**config.mk**
```make
export PLATFORM = sky130hd
export DESIGN_NAME = mem_stage
export DESIGN_NICKNAME = d
export VERILOG_FILES = /design/src/rtl/mem_pkg.sv /design/src/rtl/mem_align.sv /design/src/rtl/mem_stage.sv
export SDC_FILE = /design/constraint.sdc
export NUM_CORES = 1
export LEC_CHECK = 0
export CAP_MARGIN = 20
export CORE_UTILIZATION = 35
export CTS_CLUSTER_SIZE = 14
export DETAILED_ROUTE_END_ITERATION = 12
export PLACE_DENSITY = 0.7
export REMOVE_ABC_BUFFERS = 1
export SETUP_SLACK_MARGIN = 0.02
export SYNTH_ARGS = -nofsm -noshare
export SYNTH_HDL_FRONTEND = slang
export SYNTH_SLANG_ARGS = --single-unit
```
**constraint.sdc**
```tcl
create_clock -name clk -period 7.98 [get_ports clk]
set_clock_uncertainty 0.2 [all_clocks]
set_input_delay 1.596 -clock clk [delete_from_list [all_inputs] [get_ports clk]]
set_output_delay 1.596 -clock clk [all_outputs]
set_load 0.02 [all_outputs]
```
**src/rtl/mem_pkg.sv**
```systemverilog
// mem_pkg: shared constants and types for the memory-access stage.
// Holds funct3 load/store size codes, writeback-select encodings, FSM states
// and the EX/MEM bundle that is captured while an access is outstanding.
package mem_pkg;
  localparam logic [2:0] MEM_B  = 3'b000;
  localparam logic [2:0] MEM_H  = 3'b001;
  localparam logic [2:0] MEM_W  = 3'b010;
  localparam logic [2:0] MEM_BU = 3'b100;
  localparam logic [2:0] MEM_HU = 3'b101;
  localparam logic [1:0] SEL_ALU  = 2'b00;
  localparam logic [1:0] SEL_LOAD = 2'b01;
  localparam logic [1:0] SEL_PC4  = 2'b10;
  typedef enum logic {ST_IDLE = 1'b0, ST_WAIT = 1'b1} state_t;
  typedef struct packed {
    logic [31:0] pc;
    logic [4:0]  rd;
    logic [1:0]  sel;
    logic        regwrite;
    logic        rd_mem;
    logic        wr_mem;
    logic [2:0]  op;
    logic [31:0] alu;
    logic [31:0] rs2;
  } exmem_t;
endpackage

```
**src/rtl/mem_align.sv**
```systemverilog
// mem_align: combinational lane logic for the memory stage.
// Ports: i_op (funct3), i_addr (byte offset), i_rs2 (store data), i_rdata (read word)
//        -> o_be (byte enables), o_wdata (lane-replicated store data),
//           o_load (aligned, extended load data), o_misalign.
// Macro MEM_MISALIGN_CHK_EN: when defined, misaligned H/W are flagged;
// otherwise the low offset bits are masked and misalign is tied low.
module mem_align
  import mem_pkg::*;
(
  input  logic [2:0]  i_op,
  input  logic [1:0]  i_addr,
  input  logic [31:0] i_rs2,
  input  logic [31:0] i_rdata,
  output logic [3:0]  o_be,
  output logic [31:0] o_wdata,
  output logic [31:0] o_load,
  output logic        o_misalign
);
  logic        w_b, w_h, w_w, w_uns;
  logic [1:0]  w_a;
  logic [31:0] w_sh;
  assign w_b   = i_op == MEM_B || i_op == MEM_BU;
  assign w_h   = i_op == MEM_H || i_op == MEM_HU;
  assign w_w   = i_op == MEM_W;
  assign w_uns = i_op == MEM_BU || i_op == MEM_HU;
`ifdef MEM_MISALIGN_CHK_EN
  assign w_a        = i_addr;
  assign o_misalign = (w_h && i_addr[0]) || (w_w && i_addr != 2'b00);
`else
  assign w_a        = w_w ? 2'b00 : w_h ? {i_addr[1], 1'b0} : i_addr;
  assign o_misalign = 1'b0;
`endif
  assign o_be    = w_b ? 4'b0001 << w_a : w_h ? 4'b0011 << w_a : 4'b1111;
  assign o_wdata = w_b ? {4{i_rs2[7:0]}} : w_h ? {2{i_rs2[15:0]}} : i_rs2;
  assign w_sh    = i_rdata >> {w_a, 3'b000};
  assign o_load  = w_b ? {{24{!w_uns && w_sh[7]}}, w_sh[7:0]} :
                   w_h ? {{16{!w_uns && w_sh[15]}}, w_sh[15:0]} : w_sh;
endmodule

```
**src/rtl/mem_stage.sv**
```systemverilog
// mem_stage: memory-access pipeline stage with ready/valid data-memory port.
// Inputs: EX/MEM register fields (MEM_*), dmem_ready_i/dmem_rdata_i.
// Outputs: dmem request (req/we/addr/be/wdata), stall_o, MEM_fwd_data_o,
//          MEM/WB register (WB_*), misalign_o pulse.
// Macro MEM_MISALIGN_CHK_EN enables misalignment detection (see mem_align).
module mem_stage
  import mem_pkg::*;
#(
  parameter int DATA_WIDTH = 32,
  parameter int ADDR_WIDTH = 32
) (
  input  logic                  clk,
  input  logic                  rst,
  input  logic [31:0]           MEM_pc_i,
  input  logic [4:0]            MEM_rd_add_i,
  input  logic [1:0]            MEM_sel_to_reg_i,
  input  logic                  MEM_regwrite_i,
  input  logic                  MEM_RD_mem_i,
  input  logic                  MEM_WR_mem_i,
  input  logic [3:0]            MEM_mem_op_i,
  input  logic [DATA_WIDTH-1:0] MEM_alu_result_i,
  input  logic [DATA_WIDTH-1:0] MEM_rs2_data_i,
  output logic                  dmem_req_o,
  output logic                  dmem_we_o,
  output logic [ADDR_WIDTH-1:0] dmem_addr_o,
  output logic [3:0]            dmem_be_o,
  output logic [DATA_WIDTH-1:0] dmem_wdata_o,
  input  logic                  dmem_ready_i,
  input  logic [DATA_WIDTH-1:0] dmem_rdata_i,
  output logic                  stall_o,
  output logic [DATA_WIDTH-1:0] MEM_fwd_data_o,
  output logic [4:0]            WB_rd_add_o,
  output logic                  WB_regwrite_o,
  output logic [1:0]            WB_sel_to_reg_o,
  output logic [DATA_WIDTH-1:0] WB_alu_result_o,
  output logic [DATA_WIDTH-1:0] WB_load_data_o,
  output logic [31:0]           WB_pc4_o,
  output logic                  misalign_o
);
  state_t      r_state;
  exmem_t      r_hold, w_in, w_src;
  logic        w_op, w_mis, w_req;
  logic [31:0] w_load;
  logic        w_unused;
  assign w_unused = ^{MEM_mem_op_i[3], SEL_ALU, SEL_LOAD, SEL_PC4};
  assign w_in = '{pc: MEM_pc_i, rd: MEM_rd_add_i, sel: MEM_sel_to_reg_i,
                  regwrite: MEM_regwrite_i, rd_mem: MEM_RD_mem_i, wr_mem: MEM_WR_mem_i,
                  op: MEM_mem_op_i[2:0], alu: MEM_alu_result_i, rs2: MEM_rs2_data_i};
  // The whole instruction is held in WAIT so the request and the eventual
  // writeback are independent of whatever sits on the inputs meanwhile.
  assign w_src = r_state == ST_WAIT ? r_hold : w_in;
  mem_align u_align (
    .i_op      (w_src.op),
    .i_addr    (w_src.alu[1:0]),
    .i_rs2     (w_src.rs2),
    .i_rdata   (dmem_rdata_i),
    .o_be      (dmem_be_o),
    .o_wdata   (dmem_wdata_o),
    .o_load    (w_load),
    .o_misalign(w_mis)
  );
  assign w_op           = w_src.rd_mem || w_src.wr_mem;
  assign w_req          = !rst && w_op && !w_mis;
  assign dmem_req_o     = w_req;
  assign dmem_we_o      = w_req && w_src.wr_mem && !w_src.rd_mem;
  assign stall_o        = w_req && !dmem_ready_i;
  assign dmem_addr_o    = {w_src.alu[ADDR_WIDTH-1:2], 2'b00};
  assign MEM_fwd_data_o = MEM_alu_result_i;
  always_ff @(posedge clk or posedge rst) begin
    if (rst) begin
      r_state         <= ST_IDLE;
      r_hold          <= '0;
      WB_rd_add_o     <= '0;
      WB_regwrite_o   <= 1'b0;
      WB_sel_to_reg_o <= '0;
      WB_alu_result_o <= '0;
      WB_load_data_o  <= '0;
      WB_pc4_o        <= '0;
      misalign_o      <= 1'b0;
    end else begin
      if (r_state == ST_IDLE) r_hold <= w_in;
      r_state    <= stall_o ? ST_WAIT : ST_IDLE;
      misalign_o <= w_op && w_mis;
      if (stall_o) begin
        WB_rd_add_o   <= '0;
        WB_regwrite_o <= 1'b0;
      end else begin
        WB_rd_add_o     <= w_src.rd;
        WB_regwrite_o   <= w_src.regwrite && !(w_op && w_mis);
        WB_sel_to_reg_o <= w_src.sel;
        WB_alu_result_o <= w_src.alu;
        WB_load_data_o  <= w_load;
        WB_pc4_o        <= w_src.pc + 32'd4;
      end
    end
  end
endmodule

```
==> metrics.txt <==
total power draw=between 3000 and 4000 uW; Tcrit/Tclk final=81.3%; Top-Level Pins=roughly 350; IO Port Bufs=~350; Initial Util=a little over a third; first-pass GRT wire length=approximately 46000 um; Critical Path Start Type=primary input; fmax=154 MHz; register area share after synthesis=about half; crit path launch=MEM_mem_op_i[0]; flops & latches, synth=roughly 210; Setup Viol. Count Final=0; largest net degree at the start of global routing=roughly 130; Area Overhead vs Synth=39.3%; static leakage=around 0.0059 uW; Non-Filler Instances=~1600; CTS Buffer Depth=3; Peak supply drop=roughly 170 uV; Critical Path AT=~4.7 ns; outcome=completed; Routed wire per std cell=~19 um; fillcell total=~2600; Core ar.=between 20000 and 30000 um^2; Cell variety after synth=around 70; main area contributors after synthesis=dfrtp_1 51%, mux2_2 16%, buf_4 5.4%; Worst-path clk slew=about 0.06 ns; Post-synth EDFFs=0; Cells after DPL=~1500; Yosys top cell area share=roughly 50%; Die Ht=about 170 um; CP max FO=16; share of cells above drive strength 1=between 10% and 20%; DP Wirelength=a little over 20000 um; Slew @ Worst Pin=approximately 0.93 ns; Final nets=1297; RSZ-0062 raised after global routing=no; Post-DRT Antenna Nets=0; Skew-Pair Late Insertion Delay=roughly 0.51 ns; endpoint type of the worst setup path=output pin; Via density=approximately 5.0; synthesized area per cell=11.8 um^2; hold_buf cts=0; met1 usage=approximately 25%; Final min period=6.49 ns; Die Wd=175 um; Overflow after GRT=0; final WL=about 30000 um; r2r startpoint=r_state; Clock Sinks=214; Root Buffer=clkbuf_16; pwr dens=223 nW/um^2; Total GRT Usage=19.3%; die area=just over 30000 um^2; Hold Vio Cnt, Final=0; CTS Buf Count=25; Rel. slew slack=38.1%; Max H-tree Level=1; DR pass1 iterations=5; Placer Congestion=~0.79; area leader, netlist=dfrtp_1; Max Slew Vio Count=0; Max-cap violations=0; Initial DRC Count=420; sequential cell area=5360 um^2; Min-Delay Path Class=flip-flop to flip-flop; Rows=slightly above 60; initial antenna violation count=5; M3 GR Usage=4.66%; vias in the first global route=7991; Post-synth ARST share=between 90% and 100%; Synth Flop Type=dfrtp_1; global-route track usage on met2=between 30% and 40%; post-CTS setup repair buffer count=0; Crit path required time=~6.2 ns; Multi-input gate area=4210 um^2; via count=roughly 7700; CTS tree=built; Synth Instances=880; Hold Crit Start=WB_pc4_o[11]; YS warnings=0; kind of critical path=primary input to output pin; GR peak layer=met2; DRC=0; Synth Cell Area=10400 um^2; CTS resizes=0
## per-layer routing
layer	part of all wire, %	wire length, um
met4	3.2	943
met5	0	0
met1	43	12700
met3	6.9	2060
met2	47	14000
## metrics by stage
stage | hold WS, ns | utilization [%] | instance area, um^2 | TNS, ns | worst slack (ns)
floorplan | 0.265 | - | 9620 | -0.746 | -0.415
global placement | 0.267 | 47.1 | 13700 | 0 | 1.50
detailed placement | 0.268 | 47.1 | 13700 | 0 | 1.50
CTS | 0.281 | 49.9 | 14500 | 0 | 1.48
global route | 0.301 | 50.0 | 14500 | 0 | 1.26
finish | 0.278 | 50.0 | 14500 | 0 | 1.49
## power breakdown
part	switching (uW)	internal, uW
clock	439	690
combinational	435	403
sequential	57.5	1210
total	932	2300
## logic make-up after synthesis
logic type | count (synthesis) | share of synthesized area [%]
buffers and inverters | 137 | 8.36
flip-flops | 214 | 51.4
AO/OA/AOI/OAI | 149 | 10.4
AND/OR/NAND/NOR | 182 | 8.74
XOR/XNOR | 17 | 1.43
other | 1 | 0.0360
adder cells (fa/ha/maj) | 5 | 0.600
multiplexers | 175 | 19.1
## final timing paths
check,to,slack (ns),depth (start not counted)
worst min-delay path,WB_pc4_o[11],0.28,2
worst max register to register,WB_load_data_o[13],4.01,9
worst min register to register,WB_pc4_o[11],0.28,2
min in group asynchronous,r_hold[67],1.43,2
worst max-delay path,dmem_be_o[3],1.49,10
max in group asynchronous,r_state,4.76,3
## critical path: stages
cell	delay, ns
clkdlybuf4s50_1	0.47
mux2i_4	0.70
inv_2	0.24
a21oi_4	0.37
nand2_1	0.16
inv_1	0.16
ha_1	0.16
nor2_1	0.04
o21ai_0	0.14
clkdlybuf4s50_1	0.65
## final cells by class
cell class | count | area share (%)
clock buffers | 36 | 5.01
multi-input cells | 531 | 29.0
flip-flops and latches | 214 | 36.9
well taps | 384 | 3.31
repair buffers | 358 | 24.7
inverters | 17 | 0.491
clock inverters | 6 | 0.569
diodes | 5 | 0.0862
## state kept, by name (all words and copies together), names as in the netlist
| name | cells |
|---|---|
| WB_regwrite_o | 1 |
| WB_pc4_o | 32 |
| r_state | 1 |
| WB_sel_to_reg_o | 2 |
| WB_rd_add_o | 5 |
| WB_alu_result_o | 32 |
| r_hold | 109 |
| WB_load_data_o | 32 |
## cell usage after synthesis, drive strengths merged (9+ instances only)
library cell / instances
dfrtp: 214
mux2: 146
buf: 106
nor2: 68
a21oi: 45
nand2: 45
mux2i: 29
o21ai: 18
inv: 17
clkbuf: 14
nand3: 13
o31ai: 11
a31oi: 10
and2: 10
xnor2: 10
a222oi: 9
and3: 9
## placed cells by master, fill, tap and decap left out, drive strengths merged, types with 6 or more instances in the layout
cell,synthesis,layout
a222oi,9,9
a21oi,45,45
a31oi,10,10
a22oi,6,6
o31ai,11,11
and2,10,10
clkbuf,14,36
inv,17,17
nand4,8,8
o211ai,7,7
mux2,146,146
buf,106,10
nor2,68,68
nand2,45,45
dfrtp,214,214
mux2i,29,29
clkdlybuf4s50,0,348
o21ai,18,18
xnor2,10,10
and3,9,9
xor2,7,7
o22ai,7,7
nand3,13,13
nor3,8,8
o221ai,6,6
No activity file was read; power rests on OpenSTA's default activity.
